`src/rtl/seq_divider_hs.sv`:
```
// seq_divider_hs: multi-cycle restoring divider with valid/ready handshakes.
// Signed or unsigned per operation; one quotient bit per cycle.
// Flags divide-by-zero and signed MIN / -1 overflow.
// Counting the accept edge as the first edge, out_valid rises on edge
// WIDTH+2 for a non-zero divisor and on that same accept edge for a zero divisor.
module seq_divider_hs #(
    parameter int WIDTH = 8
) (
    input  logic             clk,
    input  logic             reset,
    input  logic             in_valid,
    output logic             in_ready,
    input  logic [WIDTH-1:0] numerator,
    input  logic [WIDTH-1:0] denominator,
    input  logic             signed_op,
    output logic             out_valid,
    input  logic             out_ready,
    output logic [WIDTH-1:0] quotient,
    output logic [WIDTH-1:0] remainder,
    output logic             div_by_zero,
    output logic             overflow
);

    localparam int CW = $clog2(WIDTH);

    typedef enum logic [1:0] {IDLE, RUN, FIX, DONE} state_t;

    state_t           r_state;
    logic [CW-1:0]    r_cnt;
    // Dividend magnitude shifts out MSB first while quotient bits shift in at
    // the LSB, so after WIDTH steps this register holds the quotient magnitude.
    logic [WIDTH-1:0] r_num;
    logic [WIDTH-1:0] r_den;
    logic [WIDTH-1:0] r_rem;
    logic             r_neg_q;
    logic             r_neg_r;
    logic             r_ovf;

    logic             w_accept;
    logic             w_num_neg;
    logic             w_den_neg;
    logic [WIDTH-1:0] w_num_mag;
    logic [WIDTH-1:0] w_den_mag;
    logic             w_num_min;
    logic             w_den_m1;
    logic [WIDTH:0]   w_rem_sh;
    logic             w_ge;
    logic [WIDTH-1:0] w_diff;

    assign in_ready  = (r_state == IDLE);
    assign w_accept  = in_valid & in_ready;

    assign w_num_neg = signed_op & numerator[WIDTH-1];
    assign w_den_neg = signed_op & denominator[WIDTH-1];
    // MIN negates to itself, which is the correct unsigned magnitude 2^(WIDTH-1).
    assign w_num_mag = w_num_neg ? (WIDTH'(0) - numerator)   : numerator;
    assign w_den_mag = w_den_neg ? (WIDTH'(0) - denominator) : denominator;
    assign w_num_min = (numerator == {1'b1, {(WIDTH-1){1'b0}}});
    assign w_den_m1  = (denominator == {WIDTH{1'b1}});

    // Shifted partial remainder needs WIDTH+1 bits; the compare uses all of them.
    // When rem' >= den the difference is below den, so WIDTH bits hold it exactly.
    assign w_rem_sh  = {r_rem, r_num[WIDTH-1]};
    assign w_ge      = (w_rem_sh >= {1'b0, r_den});
    assign w_diff    = w_rem_sh[WIDTH-1:0] - r_den;

    // Control FSM, datapath and registered result outputs.
    always_ff @(posedge clk) begin
        if (reset) begin
            r_state     <= IDLE;
            r_cnt       <= '0;
            r_num       <= '0;
            r_den       <= '0;
            r_rem       <= '0;
            r_neg_q     <= 1'b0;
            r_neg_r     <= 1'b0;
            r_ovf       <= 1'b0;
            quotient    <= '0;
            remainder   <= '0;
            out_valid   <= 1'b0;
            div_by_zero <= 1'b0;
            overflow    <= 1'b0;
        end else begin
            case (r_state)
                IDLE: begin
                    if (w_accept) begin
                        div_by_zero <= 1'b0;
                        overflow    <= 1'b0;
                        if (denominator == '0) begin
                            quotient    <= '1;
                            remainder   <= numerator;
                            div_by_zero <= 1'b1;
                            out_valid   <= 1'b1;
                            r_state     <= DONE;
                        end else begin
                            r_num   <= w_num_mag;
                            r_den   <= w_den_mag;
                            r_rem   <= '0;
                            r_neg_q <= w_num_neg ^ w_den_neg;
                            r_neg_r <= w_num_neg;
                            r_ovf   <= signed_op & w_num_min & w_den_m1;
                            r_cnt   <= CW'(WIDTH - 1);
                            r_state <= RUN;
                        end
                    end
                end
                RUN: begin
                    r_rem   <= w_ge ? w_diff : w_rem_sh[WIDTH-1:0];
                    r_num   <= {r_num[WIDTH-2:0], w_ge};
                    r_cnt   <= r_cnt - CW'(1);
                    if (r_cnt == '0) begin
                        r_state <= FIX;
                    end
                end
                FIX: begin
                    // MIN / -1 needs no special case: magnitude 2^(WIDTH-1) / 1
                    // with positive sign yields MIN, remainder 0.
                    quotient  <= r_neg_q ? (WIDTH'(0) - r_num) : r_num;
                    remainder <= r_neg_r ? (WIDTH'(0) - r_rem) : r_rem;
                    overflow  <= r_ovf;
                    out_valid <= 1'b1;
                    r_state   <= DONE;
                end
                DONE: begin
                    if (out_ready) begin
                        out_valid <= 1'b0;
                        r_state   <= IDLE;
                    end
                end
                default: r_state <= IDLE;
            endcase
        end
    end

endmodule

```
`config.mk`:
```
export PLATFORM = sky130hd
export DESIGN_NAME = seq_divider_hs
export DESIGN_NICKNAME = d
export VERILOG_FILES = /design/src/rtl/seq_divider_hs.sv
export SDC_FILE = /design/constraint.sdc
export NUM_CORES = 1
export LEC_CHECK = 0
export CAP_MARGIN = 40
export CELL_PAD_IN_SITES_DETAIL_PLACEMENT = 0
export CELL_PAD_IN_SITES_GLOBAL_PLACEMENT = 1
export CORE_AREA = 2 2 132 70
export CTS_CLUSTER_SIZE = 25
export DETAILED_ROUTE_END_ITERATION = 16
export DIE_AREA = 0 0 134 72
export PLACE_DENSITY_LB_ADDON = 0.1
export SLEW_MARGIN = 20
export SYNTH_ARGS = -nofsm -noshare
export SYNTH_HDL_FRONTEND = slang
export SYNTH_SLANG_ARGS = --single-unit
```
`constraint.sdc`:
```
create_clock -name clk -period 2.3 [get_ports clk]
set_input_delay 0.46 -clock clk [delete_from_list [all_inputs] [get_ports clk]]
set_output_delay 0.46 -clock clk [all_outputs]
set_load 0.01 [all_outputs]
```
## Word level (Yosys, flattened, before mapping)

Index checks and enable logic that the tools add are counted.

- Add/sub/neg operators: 6
- $lt $le $gt $ge: 1
- Equal/unequal tests: 10
- Multiplexer cells: 32
- Bitwise logic cells: 7
- Reduce and logical (&&, ||, !) cells: 13

Operators with widths:

| kind | number |
|---|---|
| 8-bit 2-to-1 mux | 13 |
| 8-bit one-hot mux with 2 select lines | 4 |
| 1-bit by 8-bit subtractor with 8-bit output, first input constant | 4 |
| 8-bit equality test, second input constant | 2 |
| 3-bit AND reduction | 4 |
| 9-bit by 8-bit greater-or-equal comparator with 1-bit output | 1 |
| 8-bit logical NOT | 1 |
| 2-bit 2-to-1 mux | 4 |
| 2-bit one-hot mux with 4 select lines | 1 |
| 8-bit subtractor | 1 |
| 3-bit 2-to-1 mux | 2 |
| 2-bit inequality test, second input constant | 3 |
| 3-bit one-hot mux with 2 select lines | 1 |
| 1-bit AND | 5 |
| 1-bit 2-to-1 mux | 5 |
| 2-bit equality test, second input constant | 2 |
| 2-bit by 1-bit inequality test with 1-bit output, second input constant | 2 |
| 2-bit AND reduction | 2 |
| 4-bit AND reduction | 1 |
| 2-bit nonzero test | 2 |
| 3-bit logical NOT | 1 |
| 1-bit one-hot mux with 3 select lines | 1 |
| 3-bit nonzero test | 1 |
| 3-bit by 1-bit subtractor with 3-bit output, second input constant | 1 |
| other kinds (5) | 5 |

- Bits in registers: 51
- Input bits: 21
- Output and inout bits: 20

## Longest topological paths before layout

Gate-level depths: netlist of the first run.

- Depth after elaboration: 5
- Depth in mapped cells: 9

## Worst setup path before layout of the first run

Ideal clock, no wire load.

- Path type: flip-flop to flip-flop
- Start point: reg r_den[6]
- End point: reg r_rem[0]
- Setup time: 0.074 ns
- Data arrival time: 1.839 ns
- Data required time: 2.226 ns
- Slack: 0.386 ns
- Stages on the path, launching flop included: 8
- Path through: dfxtp_1 > inv_1 > ha_1 > a21oi_1 > o221ai_1 > a21oi_4 > mux2_2 > o21ai_0

- Word-level cells in the longest chain between the ends: 3

RTL lines:

| item | line | RTL |
|---|---|---|
| from (decl) | 33 | `logic [WIDTH-1:0] r_den;` |
| from (signal assigned) | 97 | `r_den <= w_den_mag;` |
| 9-bit by 8-bit greater-or-equal comparator with 1-bit output | 64 | `assign w_ge = (w_rem_sh >= {1'b0, r_den});` |
| 8-bit 2-to-1 mux | 108 | `r_rem <= w_ge ? w_diff : w_rem_sh[WIDTH-1:0];` |
| 8-bit one-hot mux with 2 select lines | 84 | `case (r_state)` |
| to (signal assigned) | 108 |  |
| to (decl) | 34 | `logic [WIDTH-1:0] r_rem;` |

No other way between the ends.
A chain may end at the register's enable or synchronous reset.

## Worst setup path in the final report of the first run

- Start point: in denominator[0]
- End point: reg r_rem[7]

- Word-level cells in the longest chain between the ends: 3

RTL lines:

| item | line | RTL |
|---|---|---|
| from (decl) | 14 | `input logic [WIDTH-1:0] denominator,` |
| 8-bit logical NOT | 89 | `if (denominator == '0) begin` |
| 2-bit inequality test (no source line) | -- |  |
| 3-bit AND reduction (no source line) | -- |  |

No other way between the ends.

==> metrics.csv, run 1 <==
stage,metric,value,unit
pwr,cellPowerDensity,1180,nW/µm²
synth,netlist.area_leader.share,31.6,%
sta,period_needed,2.15,ns
drt,wl_per_cell,15.5,µm
critical_path,kind_of_critical_path,input pin to flop,
cells_and_area,drive_above_1_share,12.7,%
sta,maxSlewViolCount,0,
drt,ant_nets,0,
cells_and_area,finalCoreUtilization,48.7,%
sta,hold_viol,0,
sta,timing.final.ws_setup,0.147,ns
global_route,gr-usage-all-layers,19.7,%
placement,post-dp-hpwl,7090,µm
min_path,worstHoldStart,remainder[3],
placement,dpl-instance-area,3940,µm²
synth,synth.area.top_cells,"sky130_fd_sc_hd__dfxtp_1, sky130_fd_sc_hd__ha_1, sky130_fd_sc_hd__nand2_1",
cells_and_area,postLayoutCellArea,4110,µm²
synth,number_of_enable_type_register_cells_in_the_synthesized_netlist,0,
drt,viasPerCell,5.15,
clocking,ctsLongestPathBuffers,2,
min_path,timing.hold.worst_endpoint,remainder[3],
drt,remaining_drc_errors,0,
cells_and_area,layout_area_growth_over_synthesis,27.2,%
synth,synth-seq-cells,51,
cells_and_area,nets,503,
status,outcome,"complete, no violations",
synth,ys_warn_count,0,
floorplanning,die-width,134,µm
pwr,peakVddDrop,411,µV
sta,maximum_achievable_frequency,464,MHz
placement,buffer_ports.inserted,40,
synth,postSynthNetCount,440,
placement,post-place-ws,-0.283,ns
critical_path,timing.reg2reg.worst_path_depth,8,
floorplanning,site_row_count,24,
sta,post-route-period-util,93.6,%
critical_path,minimum_setup_slack_among_reg_to_reg_paths,0.19,ns
synth,synthArstFlopShare,0,%
cells_and_area,diodes,0,
synth,synth-seq-area-share,31.6,%
clocking,clock_buffer_count_from_cts,5,
sta,timing.hold.ws,0.459,ns
min_path,worstHoldPathType,flop to flop,
floorplanning,start_util,38.3,%
sta,setup_repair_after_global_routing_missed_its_margin,false,
critical_path,cp_slowest_stage_delay,0.48,ns
critical_path,r2r-end,r_num[0],
critical_path,arrival,2.37,ns
synth,mean_instance_size_in_the_synthesized_netlist,8.10,µm²
global_route,antenna_found_initial,0,
drt,detailroute.via_count,2986,
global_route,grt_pass1_wl,14800,µm
sta,max_slew.worst_pin.slew,0.496,ns
global_route,grt_start_max_net_pins,42,
placement,gp_routability_congestion,0.845,
critical_path,critical_path_required,2.52,ns
clocking,clkTransAtPathRegs,0.07,ns
critical_path,path_max_fanout,8,
sta,clock_skew,0.00549,ns
clocking,post_cts_hold_buffer_count,0,
synth,netlist_instances,399,
critical_path,end_kind,flop,
floorplanning,dieHeight,72,µm
synth,netlist_cell_types,57,
critical_path,worst_r2r_startpoint,r_den[5],
drt,count_of_routing_violations_after_the_opening_detailed_route_iteration,196,
synth,synth_largest_area_cell,sky130_fd_sc_hd__dfxtp_1,
critical_path,worst_setup_path_start_kind,input pin,
floorplanning,floorplan.die_area,9650,µm²
floorplanning,ioPinCount,41,
clocking,clock-sinks,51,
critical_path,critical_path.cell_chain,"clkdlybuf4s50_1, inv_1, ha_1, nor3b_2, and2_1, o32a_1, or2_2, o221ai_1",
global_route,grt_pass1_vias,2761,
cells_and_area,final_cell_mix,"sky130_fd_sc_hd__dfxtp_1, sky130_fd_sc_hd__nand2_1, sky130_fd_sc_hd__nor2_1, sky130_fd_sc_hd__clkdlybuf4s50_1",
synth,synth-main-ff-cell,sky130_fd_sc_hd__dfxtp_1,
critical_path,worst_path_max_delay_cell,sky130_fd_sc_hd__clkdlybuf4s50_1,
sta,slew-limit-headroom,66.9,%
clocking,cts_root_buf,sky130_fd_sc_hd__clkbuf_16,
clocking,post_cts_resized,1,
sta,final-setup-viol-count,0,
clocking,post_cts_buffers,0,
floorplanning,design.core.area,8440,µm²
global_route,global_route.overflow_total,0,
drt,total_wirelength,9010,µm
min_path,timing.hold.worst_path_depth,2,
drt,1st_pass_router_iterations,4,
clocking,insertion_delay,0.30,ns
pwr,p_leak,1.56,nW
clocking,cts_tree,built,
cells_and_area,layout_commonest_cell,sky130_fd_sc_hd__dfxtp_1,
clocking,clock_tree.htree_level_count,2,
sta,setup_total_negative_slack,0,ns
synth,syn-cell-area,3230,µm²
job,max-cap-violations,0,
cells_and_area,nFillCells,855,
stage by stage:
| stage | total power [mW] | instances |
|---|---|---|
| floorplan | 3.14 | 399 |
| global placement | 4.01 | 572 |
| finish | 4.84 | 580 |
| detailed placement | 4.02 | 572 |
| global route | 5.23 | 580 |
| CTS | 4.83 | 580 |
flip-flops by register name, indices dropped and copies added, names as in the netlist, 2 cells and up:
signal,count
r_den,8
r_num,8
quotient,8
r_cnt,3
r_state,2
remainder,8
r_rem,8
synthesized netlist by cell type (6+ instances only):
master and instances:
sky130_fd_sc_hd__nand3_1 9, sky130_fd_sc_hd__nor2_1 39, sky130_fd_sc_hd__a211oi_1 10, sky130_fd_sc_hd__a311oi_1 6, sky130_fd_sc_hd__o211ai_1 9, sky130_fd_sc_hd__xnor2_1 18, sky130_fd_sc_hd__o22ai_1 7, sky130_fd_sc_hd__mux2i_1 12
sky130_fd_sc_hd__o21ai_0 14, sky130_fd_sc_hd__ha_1 19, sky130_fd_sc_hd__nand2_1 43, sky130_fd_sc_hd__clkbuf_1 10, sky130_fd_sc_hd__inv_1 32, sky130_fd_sc_hd__dfxtp_1 51, sky130_fd_sc_hd__nor3_1 8, sky130_fd_sc_hd__xor2_1 6
sky130_fd_sc_hd__nand2b_1 8, sky130_fd_sc_hd__a21oi_1 30
critical path: cells and delay by family:
family          cells  cell delay, ns
compound gates      2            0.49
fa+ha+maj           1            0.19
buf+inv             2            0.53
simple gates        3            0.71
kinds of logic (layout without fill, tap and decap cells):
kind of cell               after synthesis  after routing  synth area share [%]
and+or+nand+nor                        134            134                  20.3
adders and majority gates               20             20                  7.98
buffers and inverters                   49            113                  6.70
DFF                                     51             51                  31.6
xor gates and xnor gates                24             24                  6.51
AOI/OAI and AO/OA                      108            108                  22.9
muxes                                   13             13                  4.07
per-layer routing:
metal  track usage, %  part of all wire, %  up-vias  routed length (µm)
met1             32.0                   58     1373                5260
met4             4.26                 0.77        0                  69
met2             25.5                   35       71                3130
met3             4.33                  6.0        6                 544
li1                 -                    -     1536                   -
met5                0                    0        -                   0
power by group:
group          switching [mW]  internal [mW]  total, mW  leakage (nW)
sequential              0.219           1.12       1.34         0.416
combinational            1.43           1.26       2.70          1.07
clock                   0.331          0.464      0.795        0.0772
how the worst max path moves through the flow:
stage,slack [ns],end,startpoint
after global placement,-0.27,quotient[0],denominator[0]
after floorplan,0.39,r_rem[0],r_den[6]
after CTS,0.13,r_num[0],r_den[5]
after global routing,0.0007,r_rem[7],denominator[1]
final,0.15,r_rem[7],denominator[0]
after detailed placement,-0.28,quotient[0],denominator[0]
area by class of cell:
class	count	area (µm²)	area share, %
clock buffer	8	156	3.81
inverter	32	120	2.92
tap	117	146	3.56
sequential	51	1020	24.8
timing repair buffer	73	656	16.0
multi-input combinational	299	2010	48.9
Note: power is estimated with default switching activity, not from simulation.
==> run 2: changes to the inputs <==
--- a/config.mk
+++ b/config.mk
@@ -9,6 +9,7 @@
 export CELL_PAD_IN_SITES_DETAIL_PLACEMENT = 0
 export CELL_PAD_IN_SITES_GLOBAL_PLACEMENT = 1
 export CORE_AREA = 2 2 132 70
+export CTS_BUF_LIST = sky130_fd_sc_hd__clkbuf_4 sky130_fd_sc_hd__clkbuf_8
 export CTS_CLUSTER_SIZE = 25
 export DETAILED_ROUTE_END_ITERATION = 16
 export DIE_AREA = 0 0 134 72
@@ -17,3 +18,4 @@
 export SYNTH_ARGS = -nofsm -noshare
 export SYNTH_HDL_FRONTEND = slang
 export SYNTH_SLANG_ARGS = --single-unit
+export TNS_END_PERCENT = 50
==> metrics.csv, run 2 (same netlist as run 1, synthesis figures left out) <==
stage,metric,value,unit
pwr,cellPowerDensity,1140,nW/µm²
critical_path,cp_slowest_stage_delay,0.48,ns
critical_path,kind_of_critical_path,input pin to flop,
cells_and_area,post_layout_nonfiller_instances,580,
sta,post-route-period-util,92.8,%
global_route,antenna_found_initial,0,
critical_path,arrival,2.38,ns
global_route,grt_pass1_vias,2775,
clocking,ctsLongestPathBuffers,2,
drt,1st_pass_router_iterations,4,
pwr,power.share.clock,12.9,%
drt,viasPerCell,5.12,
global_route,grt_start_max_net_pins,42,
cells_and_area,layout_area_growth_over_synthesis,25.7,%
pwr,internal_power,2.68,mW
pwr,p_leak,1.54,nW
critical_path,worst_r2r_startpoint,r_num[7],
sta,slew-limit-headroom,66.7,%
critical_path,critical_path_required,2.54,ns
placement,buffer_ports.inserted,40,
min_path,timing.hold.worst_path_depth,2,
floorplanning,die-width,134,µm
critical_path,worst-path-buf-inv,2,
cells_and_area,drive_above_1_share,13.2,%
global_route,global_route.overflow_total,0,
placement,gp_routability_congestion,0.845,
cells_and_area,finalCoreUtilization,48.1,%
clocking,insertion_delay,0.32,ns
pwr,sequentialPowerShare,28.9,%
clocking,clock_buffer_count_from_cts,5,
status,outcome,"complete, no violations",
min_path,worstHoldPathType,input pin to flop,
sta,maxSlewViolCount,0,
drt,ant_nets,0,
cells_and_area,layout_commonest_cell,sky130_fd_sc_hd__dfxtp_1,
floorplanning,ioPinCount,41,
pwr,p_comb_share,58.2,%
floorplanning,design.core.area,8440,µm²
floorplanning,floorplan.die_area,9650,µm²
min_path,worstHoldStart,reset,
drt,detailroute.via_count,2971,
floorplanning,site_row_count,24,
cells_and_area,final_cell_mix,"sky130_fd_sc_hd__dfxtp_1, sky130_fd_sc_hd__nand2_1, sky130_fd_sc_hd__nor2_1, sky130_fd_sc_hd__clkdlybuf4s50_1",
floorplanning,dieHeight,72,µm
sta,setup_repair_after_global_routing_missed_its_margin,false,
global_route,gr-usage-all-layers,19.5,%
sta,max_slew.worst_pin.slew,0.499,ns
sta,timing.hold.ws,0.448,ns
pwr,total_switching_power,1.96,mW
cells_and_area,nets,503,
critical_path,path_max_fanout,8,
sta,final-setup-viol-count,0,
clocking,clock_tree.htree_level_count,2,
cells_and_area,diodes,0,
clocking,cts_root_buf,sky130_fd_sc_hd__clkbuf_8,
floorplanning,start_util,38.3,%
clocking,cts_tree,built,
critical_path,worst_setup_path_start_kind,input pin,
critical_path,critical-path-top-delay-family,simple AND/OR/NAND/NOR gates,
job,max-cap-violations,0,
critical_path,end_kind,flop,
min_path,timing.hold.worst_endpoint,r_den[0],
clocking,post_cts_buffers,0,
placement,place_inst,572,
sta,period_needed,2.14,ns
pwr,peakVddDrop,355,µV
sta,clock_skew,0.00896,ns
drt,wl_per_cell,15.5,µm
pwr,switching_share,42.2,%
drt,total_wirelength,8970,µm
drt,count_of_routing_violations_after_the_opening_detailed_route_iteration,195,
critical_path,minimum_setup_slack_among_reg_to_reg_paths,0.18,ns
critical_path,timing.reg2reg.worst_path_depth,9,
clocking,clock-sinks,51,
critical_path,r2r-end,r_rem[6],
drt,remaining_drc_errors,0,
sta,maximum_achievable_frequency,468,MHz
sta,hold_viol,0,
critical_path,critical_path.cell_chain,"clkdlybuf4s50_1, inv_1, ha_1, nor3b_2, and2_1, o32a_1, or2_2, o221ai_1",
clocking,clkTransAtPathRegs,0.10,ns
placement,post-dp-hpwl,7090,µm
global_route,grt_pass1_wl,14700,µm
critical_path,worst_path_max_delay_cell,sky130_fd_sc_hd__clkdlybuf4s50_1,
## run 2: area by class of cell
cell class / count / area [µm²]
inverter: 32 / 120
sequential: 51 / 1020
timing repair buffer: 73 / 656
clock buffer: 8 / 104
multi-input combinational: 299 / 2010
fill: 865 / 4380
tap: 117 / 146
## run 2: through the flow
step                setup slack (ns)  TNS (ns)  area (µm²)  power (mW)
floorplan                      0.386         0        3230        3.14
global placement              -0.272     -4.86        3940        4.01
detailed placement            -0.283     -4.84        3940        4.02
CTS                           0.0477         0        4040        4.63
global route                  0.0341         0        4060        5.03
finish                         0.165         0        4060        4.64
## run 2: layer usage
metal | share of wire [%] | track usage (%) | vias to the layer above
li1 | - | - | 1536
met1 | 60 | 31.9 | 1365
met2 | 35 | 25.5 | 62
met3 | 4.4 | 3.91 | 8
met4 | 0.82 | 4.26 | 0
met5 | 0 | 0 | -
## run 2: power groups by stage
stage	combinational (mW)	sequential [mW]	clock (mW)
2_1_floorplan	1.81	1.33	0
3_3_place_gp	2.65	1.36	0
3_5_place_dp	2.66	1.36	0
4_1_cts	2.67	1.34	0.621
5_1_grt	3.00	1.38	0.655
6_report	2.70	1.34	0.600
## run 2: worst max path at each step
stage / cells after the start / start / endpoint / slack [ns]
final: 8 / denominator[0] / r_rem[7] / 0.16
after global routing: 8 / denominator[1] / r_rem[7] / 0.03
after global placement: 9 / denominator[0] / quotient[0] / -0.27
after detailed placement: 9 / denominator[0] / quotient[0] / -0.28
after CTS: 9 / denominator[0] / quotient[0] / 0.05
after floorplan: 7 / r_den[6] / r_rem[0] / 0.39
## run 2: what timing repair did
action                                 in CTS  in global routing
hold buffers                                0                  0
setup endpoints to repair                   0                 27
endpoints found under the hold margin       0                  0
resized for setup                           0                  4
